$ cat config.mk
export PLATFORM = sky130hd
export DESIGN_NAME = etapa_mem
export DESIGN_NICKNAME = d
export VERILOG_FILES = /design/src/rtl/etapa_mem.sv
export SDC_FILE = /design/constraint.sdc
export NUM_CORES = 1
export LEC_CHECK = 0
export CAP_MARGIN = 10
export CORE_ASPECT_RATIO = 0.7
export CORE_MARGIN = 3
export CORE_UTILIZATION = 49
export CTS_BUF_LIST = sky130_fd_sc_hd__clkbuf_16
export CTS_CLUSTER_DIAMETER = 150
export DETAILED_ROUTE_END_ITERATION = 10
export HOLD_SLACK_MARGIN = 0.1
export PLACE_DENSITY = 0.95
export SETUP_SLACK_MARGIN = 0.02
export SLEW_MARGIN = 5
export SYNTH_ARGS = -nofsm -noshare
export SYNTH_HDL_FRONTEND = slang
export SYNTH_SLANG_ARGS = --single-unit
$ cat constraint.sdc
create_clock -name clk -period 4.2 [get_ports clk]
set_clock_uncertainty 0.1 [all_clocks]
set_input_delay 0.84 -clock clk [delete_from_list [all_inputs] [get_ports clk]]
set_output_delay 0.84 -clock clk [all_outputs]
set_load 0.03 [all_outputs]
$ cat src/rtl/etapa_mem.sv
// MEM pipeline stage: issues one aligned load/store per instruction to a handshaked
// memory, stalls upstream while waiting, and loads the MEM/WB register.
module etapa_mem #(
  parameter int TIMEOUT = 16
) (
  input  logic        clk,
  input  logic        rst,
  input  logic        MemWrite_in,
  input  logic        MemtoReg_in,
  input  logic        RegWrite_in,
  input  logic [63:0] ALU_Result_in,
  input  logic [63:0] wr_data_in,
  input  logic [4:0]  dir_rd_in,
  output logic        mem_req,
  output logic        mem_we,
  output logic [63:0] mem_addr,
  output logic [63:0] mem_wdata,
  input  logic        mem_ack,
  input  logic [63:0] mem_rdata,
  output logic        stall,
  output logic        MemtoReg_out,
  output logic        RegWrite_out,
  output logic [63:0] ALU_Result_out,
  output logic [63:0] rd_data_out,
  output logic [4:0]  dir_rd_out,
  output logic        bus_err,
  output logic        misalign_err
);

  typedef enum logic [1:0] {S_IDLE, S_WAIT, S_DONE} state_t;

  localparam logic [7:0] TO_LAST = 8'(TIMEOUT - 1);

  state_t      state_q, state_d;
  logic [7:0]  cnt_q, cnt_d;
  logic        mem_req_q, mem_req_d;
  logic        mem_we_q, mem_we_d;
  logic [63:0] mem_addr_q, mem_addr_d;
  logic [63:0] mem_wdata_q, mem_wdata_d;
  logic        lat_mtr_q, lat_mtr_d;
  logic        lat_rw_q, lat_rw_d;
  logic [4:0]  lat_rd_q, lat_rd_d;
  logic [63:0] lat_data_q, lat_data_d;
  logic        failed_q, failed_d;
  logic        wb_mtr_q, wb_mtr_d;
  logic        wb_rw_q, wb_rw_d;
  logic [63:0] wb_alu_q, wb_alu_d;
  logic [63:0] wb_data_q, wb_data_d;
  logic [4:0]  wb_rd_q, wb_rd_d;
  logic        bus_err_q, bus_err_d;
  logic        mis_err_q, mis_err_d;

  logic mem_op, aligned;
  assign mem_op  = MemWrite_in | MemtoReg_in;
  assign aligned = (ALU_Result_in[2:0] == 3'b000);

  always_comb begin
    state_d     = state_q;
    cnt_d       = cnt_q;
    mem_req_d   = mem_req_q;
    mem_we_d    = mem_we_q;
    mem_addr_d  = mem_addr_q;
    mem_wdata_d = mem_wdata_q;
    lat_mtr_d   = lat_mtr_q;
    lat_rw_d    = lat_rw_q;
    lat_rd_d    = lat_rd_q;
    lat_data_d  = lat_data_q;
    failed_d    = failed_q;
    wb_mtr_d    = wb_mtr_q;
    wb_rw_d     = wb_rw_q;
    wb_alu_d    = wb_alu_q;
    wb_data_d   = wb_data_q;
    wb_rd_d     = wb_rd_q;
    bus_err_d   = bus_err_q;
    mis_err_d   = mis_err_q;
    stall       = 1'b0;

    case (state_q)
      S_IDLE: begin
        if (!mem_op) begin
          wb_mtr_d = MemtoReg_in;
          wb_rw_d  = RegWrite_in;
          wb_alu_d = ALU_Result_in;
          wb_rd_d  = dir_rd_in;
        end else begin
          wb_mtr_d = 1'b0;
          wb_rw_d  = 1'b0;
          if (aligned) begin
            // Gated by reset so a held memory op cannot stall the pipe during reset.
            stall       = rst;
            mem_req_d   = 1'b1;
            mem_we_d    = MemWrite_in;
            mem_addr_d  = ALU_Result_in;
            mem_wdata_d = wr_data_in;
            lat_mtr_d   = MemtoReg_in & ~MemWrite_in;
            lat_rw_d    = RegWrite_in;
            lat_rd_d    = dir_rd_in;
            failed_d    = 1'b0;
            cnt_d       = 8'd0;
            state_d     = S_WAIT;
          end else begin
            mis_err_d = 1'b1;
          end
        end
      end
      S_WAIT: begin
        stall    = 1'b1;
        wb_mtr_d = 1'b0;
        wb_rw_d  = 1'b0;
        if (mem_ack) begin
          mem_req_d = 1'b0;
          if (!mem_we_q) lat_data_d = mem_rdata;
          state_d = S_DONE;
        end else begin
          cnt_d = cnt_q + 8'd1;
          if (cnt_q == TO_LAST) begin
            bus_err_d = 1'b1;
            failed_d  = 1'b1;
            mem_req_d = 1'b0;
            state_d   = S_DONE;
          end
        end
      end
      S_DONE: begin
        wb_rw_d  = lat_rw_q & ~failed_q;
        wb_mtr_d = lat_mtr_q & ~failed_q;
        wb_alu_d = mem_addr_q;
        wb_rd_d  = lat_rd_q;
        if (!mem_we_q && !failed_q) wb_data_d = lat_data_q;
        state_d = S_IDLE;
      end
      default: state_d = S_IDLE;
    endcase
  end

  always_ff @(posedge clk or negedge rst) begin
    if (!rst) begin
      state_q     <= S_IDLE;
      cnt_q       <= 8'd0;
      mem_req_q   <= 1'b0;
      mem_we_q    <= 1'b0;
      mem_addr_q  <= 64'd0;
      mem_wdata_q <= 64'd0;
      lat_mtr_q   <= 1'b0;
      lat_rw_q    <= 1'b0;
      lat_rd_q    <= 5'd0;
      lat_data_q  <= 64'd0;
      failed_q    <= 1'b0;
      wb_mtr_q    <= 1'b0;
      wb_rw_q     <= 1'b0;
      wb_alu_q    <= 64'd0;
      wb_data_q   <= 64'd0;
      wb_rd_q     <= 5'd0;
      bus_err_q   <= 1'b0;
      mis_err_q   <= 1'b0;
    end else begin
      state_q     <= state_d;
      cnt_q       <= cnt_d;
      mem_req_q   <= mem_req_d;
      mem_we_q    <= mem_we_d;
      mem_addr_q  <= mem_addr_d;
      mem_wdata_q <= mem_wdata_d;
      lat_mtr_q   <= lat_mtr_d;
      lat_rw_q    <= lat_rw_d;
      lat_rd_q    <= lat_rd_d;
      lat_data_q  <= lat_data_d;
      failed_q    <= failed_d;
      wb_mtr_q    <= wb_mtr_d;
      wb_rw_q     <= wb_rw_d;
      wb_alu_q    <= wb_alu_d;
      wb_data_q   <= wb_data_d;
      wb_rd_q     <= wb_rd_d;
      bus_err_q   <= bus_err_d;
      mis_err_q   <= mis_err_d;
    end
  end

  assign mem_req        = mem_req_q;
  assign mem_we         = mem_we_q;
  assign mem_addr       = mem_addr_q;
  assign mem_wdata      = mem_wdata_q;
  assign MemtoReg_out   = wb_mtr_q;
  assign RegWrite_out   = wb_rw_q;
  assign ALU_Result_out = wb_alu_q;
  assign rd_data_out    = wb_data_q;
  assign dir_rd_out     = wb_rd_q;
  assign bus_err        = bus_err_q;
  assign misalign_err   = mis_err_q;

endmodule
==> After elaboration in Yosys (flattened, before gate mapping) <==
Cells that the tools add are included.
Widths: inputs -> output; s select.
{ "totals": {"regBits": 349, "latchBits": 0, "ramBits": 0, "romBits": 0, "inputBits": 203, "output_inout_bits": 268, "elab_cells": 85, "memories": 0} }
{ "op_classes": {"addsub": 1, "mul": 0, "div_mod_pow": 0, "order_cmp": 0, "eq_ne": 9, "shift": 0, "muxes": 30, "bitwise_logic": 9, "n_reduce_logical": 18} }
{ "op_table": {"columns": ["operator", "count"], "rows": [
  ["$pmux 64 s2", 1],
  ["$mux 64", 1],
  ["$mux 8", 3],
  ["$pmux 8 s2", 1],
  ["$reduce_and 3->1", 5],
  ["$mux 1", 12],
  ["$ne 2x2->1 const B", 5],
  ["$pmux 5 s2", 1],
  ["$add 8x1->8 const B", 1],
  ["$eq 8x4->1 const B", 1],
  ["$mux 2", 4],
  ["$reduce_and 4->1", 2],
  ["$pmux 1 s2", 3],
  ["$pmux 1 s3", 2],
  ["$mux 5", 1],
  ["$not 1->1", 5],
  ["$reduce_and 5->1", 1],
  ["$pmux 2 s2", 1],
  ["$reduce_and 2->1", 2],
  ["$reduce_bool 2->1", 2],
  ["$and 1x1->1", 3],
  ["$logic_not 3->1", 1],
  ["$ne 3x3->1 const B", 1],
  ["$reduce_bool 3->1", 1],
  ["6 further kinds", 7]
]} }

==> Longest topological paths before layout <==
{ "logic_depth": {"word_depth": 4, "ltp_mapped": 10, "mapped_depth_nobuf": 6} }

==> Worst setup path after synthesis <==
OpenSTA, ideal clock, no wires.
{ "synth_path": {"path_kind": "input to output", "from": "input ALU_Result_in[2]", "to": "output stall", "arrival_ns": 1.906, "t_required_ns": 3.260, "setup_slack_ns": 1.354, "cell_stages": 5, "path_buffers": 2, "cell_sequence": "nor3_1 and2_1 buf_2 buf_6 a21o_1"} }
{ "synth_between": {"elab_chain_len": 4} }
{ "synth_lines": {"columns": ["item", "line", "rtl"], "rows": [
  ["start, declared", "11", "input logic [63:0] ALU_Result_in,"],
  ["$logic_not 3->1", "55", "assign aligned = (ALU_Result_in[2:0] == 3'b000);"],
  ["$mux 1", "88", "if (aligned) begin"],
  ["$mux 1", "80", "if (!mem_op) begin"],
  ["$pmux 1 s2", "78", "case (state_q)"],
  ["end, declared", "20", "output logic stall,"]
]} }
Every way passes these cells.

==> Worst setup path in the final report <==
Ends and elaborated chain as after synthesis.

==> results.md <==
Critical path:
- The setup path with the least slack is of type in2out.
- The signal on the critical path passes through clkdlybuf4s50_1 > nor3_1 > and2_4 > a21o_1 > buf_12.
- The reg-to-reg startpoint is state_q[0].
- The setup check on the worst reg-to-reg path leaves a slack of 1.31 ns.
- Data on the critical path is required at its endpoint by 3.26 ns.
- The worst setup path is captured at an output pin.
- The category of cells accounting for the largest share of critical-path delay is simple AND/OR/NAND/NOR gates.
- The critical path contains buffers and inverters numbering 2 combined.
- The worst-path cell with the longest stage delay is sky130_fd_sc_hd__nor3_1.
- The arrival time reported for the critical path endpoint is 2.60 ns.
- The delay contributed by the slowest stage of the critical path is 0.70 ns.
- The cell count of the worst reg-to-reg path is 6.
- The worst setup path is launched from an input pin.
- The worst register-to-register path ends at rd_data_out[40].
- The peak fanout along the critical path is 5.

Logic synthesis:
- The simple logic cell fraction of the synthesized area is between 10% and 20%.
- Summing the areas of all compound-gate instances in the mapped netlist gives 4.128% of the synthesized area.
- The top cell type's share of synthesized area is a little over three fifths.
- The synthesized design contains 349 register bits.
- Counting flops with a built-in enable in the synthesized netlist gives 0.
- Counting distinct cell types in the post-synthesis netlist gives 35.
- Measured against the total synthesized area, the mux share comes to 15.55%.
- The net count of the mapped netlist is 1439.
- Sorting the synthesized cells by area gives the leading types as sky130_fd_sc_hd__dfrtp_1 (63%), sky130_fd_sc_hd__nand2_1 (13%), sky130_fd_sc_hd__mux2_2 (10%), sky130_fd_sc_hd__mux2i_1 (5.1%), sky130_fd_sc_hd__o21ai_0 (2.8%).
- After technology mapping, the gate count stands at 1231.
- The synthesized area is 0.01391 mm².
- The dominant register cell in the synthesized netlist is sky130_fd_sc_hd__dfrtp_1.
- The largest family of logic cells by synthesized area is multiplexers.
- The synthesized-area fraction occupied by adder cells is 0.4497%.
- The synthesized design spends more area on one cell type than any other, namely sky130_fd_sc_hd__dfrtp_1.
- Each instance of the synthesized netlist takes up on average 11.30 µm².
- After synthesis, flip-flops and latches occupy 62.78% of the total area.
- Yosys printed 0 warnings.
- The share of flip-flops with an asynchronous set or reset after synthesis is 100.0%.
- The synthesized-area fraction occupied by xor and xnor cells is 0%.

Clock tree:
- The clock input transition at the sequential cells of the worst setup and hold paths is around 0.060 ns.
- The count of instances resized after the clock tree is built is 0.
- After clock tree synthesis, the flow added hold-fix buffers numbering 1.
- The maximum root-to-sink buffer count is 3.
- Once the clock tree was built, the setup fixing pass inserted 0 buffers.
- In this run, CTS created clock tree buffers numbering 34.
- The H-tree generated during clock tree synthesis spans 2 levels.
- The source-to-sink clock delay at the later pin of the worst-skew pair is about 0.51 ns.
- Counting every sink on the clock net gives about 350.
- In this run the clock root is driven by a sky130_fd_sc_hd__clkbuf_16.
- TritonCTS built the clock tree.

Floorplanning:
- Pin placement for this block handled roughly 470 I/O pins.
- The floorplan has 50 rows.
- In this run the vertical extent of the chip is 147.0 µm.
- The core region is 0.02734 mm².
- In this run the horizontal extent of the chip is 207.4 µm.
- The initial core utilization is 50.89%.
- The die covers 0.03048 mm².

Min path:
- The worst hold path terminates at misalign_err.
- The worst hold path belongs to the class reg2reg.
- Along the worst hold path, the cell count comes to 1.
- The startpoint of the tightest hold check path is misalign_err.

Run status:
- The flow ran to the end, and the final reports show no timing, DRC or antenna violations.

Drt:
- The number of design rule violations left after detail routing is 0.
- The post-detailed-route count of antenna-violating nets is 0.
- The routed wire length is ~44000 µm.
- Before antenna repair, the detailed router went through 7 iterations.
- The routed via count is 11090.
- Dividing the detail-routed wire length by the instance count gives about 21 µm.
- After the first detailed-routing iteration, the DRC count stood at 830.
- The detailed-route vias per instance is 5.343.

GRT:
- The pin count of the biggest net entering global routing is 180.
- The overall global routing resource usage is 28.45%.
- The initial antenna violation count is 5.
- The via count of the first global-routing pass is 11680.
- The wire length of the first global-routing pass is a little under 70000 µm.
- The total grt overflow is 0.

STA:
- The final count of pins violating max slew is 0.
- The actual transition at the worst max-transition pin is 0.9853 ns.
- The headroom to the max-slew limit is 34.31%.
- Derived from the worst setup path, the maximum achievable clock frequency is between 200 and 300 MHz.
- Setup repair after global routing left no endpoint under its margin.
- Subtracting the final worst setup slack from the clock period gives between 3 and 4 ns.
- The final count of negative-setup-slack endpoints is 0.
- The final-report hold violation count was 0.
- In the final timing run, aggregate negative setup slack is 0 ns.
- The final critical path takes up a little over four fifths of the cycle.

Power:
- The cell internal power dissipation is 10070 µW.
- The completed layout was analyzed and its total power is 17180 µW.
- For this design the ratio of total power to cell area is 860.2 mW/mm².
- The net switching power figure is around 7000 µW.
- The part of the total power dissipated in sequential elements is between 30% and 40%.
- The cell leakage power is 0.009150 µW.
- Net switching is ~41% of the power.
- In this run, the clock network consumes 17.3% of the power.
- The combinational fraction of design power is 48.0%.
- VDD sags by at most 0.0005450 V.

Finish:
- In the layout the commonest cells are sky130_fd_sc_hd__nand2_1 (471), sky130_fd_sc_hd__clkdlybuf4s50_1 (468), sky130_fd_sc_hd__dfrtp_1 (349), sky130_fd_sc_hd__mux2_2 (129), sky130_fd_sc_hd__o21ai_0 (78).
- The fraction of layout cells with a size suffix above 1 is 11.78%.
- The final cell utilization of the core is between 70 and 80%.
- Relative to the synthesized area, the layout overhead comes to 43.57%.
- The number of nets in the layout is 1889.
- The commonest non-fill, non-tap cell in the layout is sky130_fd_sc_hd__nand2_1.

Job:
- The total of max-cap violations is 0.

Placement:
- Buffers placed on the I/O ports in this run total 470.
- Detailed placement finished with a half-perimeter wire length of 30510 µm.
- The routability congestion estimate is between 0.8 and 0.9.
==> power by group through the flow <==
stage	Clock [µW]	Combinational (µW)	Sequential [µW]
after floorplan	0	2200	8150
after global placement	0	7970	5810
after detailed placement	0	8200	5950
after CTS	3010	8280	5930
after global routing	3180	8670	6120
final	2970	8250	5960
==> cells by family (layout without fill, tap and decap cells) <==
logic type | count (synthesis) | count (layout)
flops | 349 | 349
other cells | 0 | 5
fa+ha+maj | 5 | 5
simple gates | 500 | 500
mux | 200 | 200
buf+inv | 74 | 549
compound gates | 103 | 103
==> per-layer routing <==
layer / part of all wire, % / track usage [%]
met1: 36 / 32.21
met5: 0 / 0
met4: 4.4 / 12.17
met3: 9.2 / 9.498
met2: 51 / 49.64
==> worst reg2reg max path, cell delays in order (launching register included) <==
cell	delay (ns)
sky130_fd_sc_hd__dfrtp_1	0.42
sky130_fd_sc_hd__inv_1	0.13
sky130_fd_sc_hd__ha_4	0.56
sky130_fd_sc_hd__nand2b_1	0.25
sky130_fd_sc_hd__nor2_4	0.12
sky130_fd_sc_hd__buf_4	0.65
sky130_fd_sc_hd__mux2_2	0.55
==> sequential cells by signal, summed over array words and instances (netlist names) <==
signal	cells
ALU_Result_out	64
lat_data_q	64
mem_addr	64
mem_wdata	64
rd_data_out	64
cnt_q	8
dir_rd_out	5
lat_rd_q	5
state_q	2
MemtoReg_out	1
RegWrite_out	1
bus_err	1
failed_q	1
lat_mtr_q	1
lat_rw_q	1
mem_req	1
mem_we	1
misalign_err	1
==> layout make-up <==
type / count / area [µm²]
timing repair buffer: 482 / 4900
inverter: 6 / 22.52
multi-input combinational: 808 / 4783
tap: 364 / 455.4
antenna: 5 / 12.51
fill: 1613 / 7366
clock inverter: 26 / 190.2
sequential: 349 / 8733
clock buffer: 35 / 875.8
==> cells in the mapped netlist (2+ instances only) <==
cell type	n
sky130_fd_sc_hd__a21o_1	2
sky130_fd_sc_hd__a21oi_1	8
sky130_fd_sc_hd__and2_1	4
sky130_fd_sc_hd__buf_2	30
sky130_fd_sc_hd__buf_6	16
sky130_fd_sc_hd__clkbuf_1	22
sky130_fd_sc_hd__dfrtp_1	349
sky130_fd_sc_hd__ha_1	5
sky130_fd_sc_hd__inv_1	6
sky130_fd_sc_hd__mux2_2	129
sky130_fd_sc_hd__mux2i_1	71
sky130_fd_sc_hd__nand2_1	472
sky130_fd_sc_hd__nand2b_1	2
sky130_fd_sc_hd__nand3_1	5
sky130_fd_sc_hd__nor2_1	3
sky130_fd_sc_hd__o21a_1	3
sky130_fd_sc_hd__o21ai_0	78
sky130_fd_sc_hd__o31ai_1	5
sky130_fd_sc_hd__or3_1	2
sky130_fd_sc_hd__or3_2	4
==> how the worst max path moves through the flow <==
| stage | startpoint | to | slack (ns) | cells past startpoint |
|---|---|---|---|---|
| 6_report | ALU_Result_in[2] | stall | 0.66 | 5 |
| 5_1_grt | ALU_Result_in[2] | stall | 0.59 | 5 |
| 4_1_cts | ALU_Result_in[2] | stall | 0.69 | 5 |
| 3_5_place_dp | ALU_Result_in[2] | stall | 0.71 | 5 |
| 3_3_place_gp | ALU_Result_in[2] | stall | 0.72 | 5 |
| 2_1_floorplan | ALU_Result_in[2] | stall | 1.35 | 5 |
==> through the flow <==
stage	cell area (µm²)	setup WS, ns	hold WS [ns]	instances
6_report	19970	0.6589	0.3667	2075
5_1_grt	19970	0.5913	0.3985	2075
4_1_cts	19960	0.6883	0.3657	2070
3_5_place_dp	18880	0.7105	0.3523	2008
3_3_place_gp	18880	0.7218	0.3422	2008
2_1_floorplan	13910	1.354	0.3454	1231
Note: power is estimated with default switching activity, not from simulation.
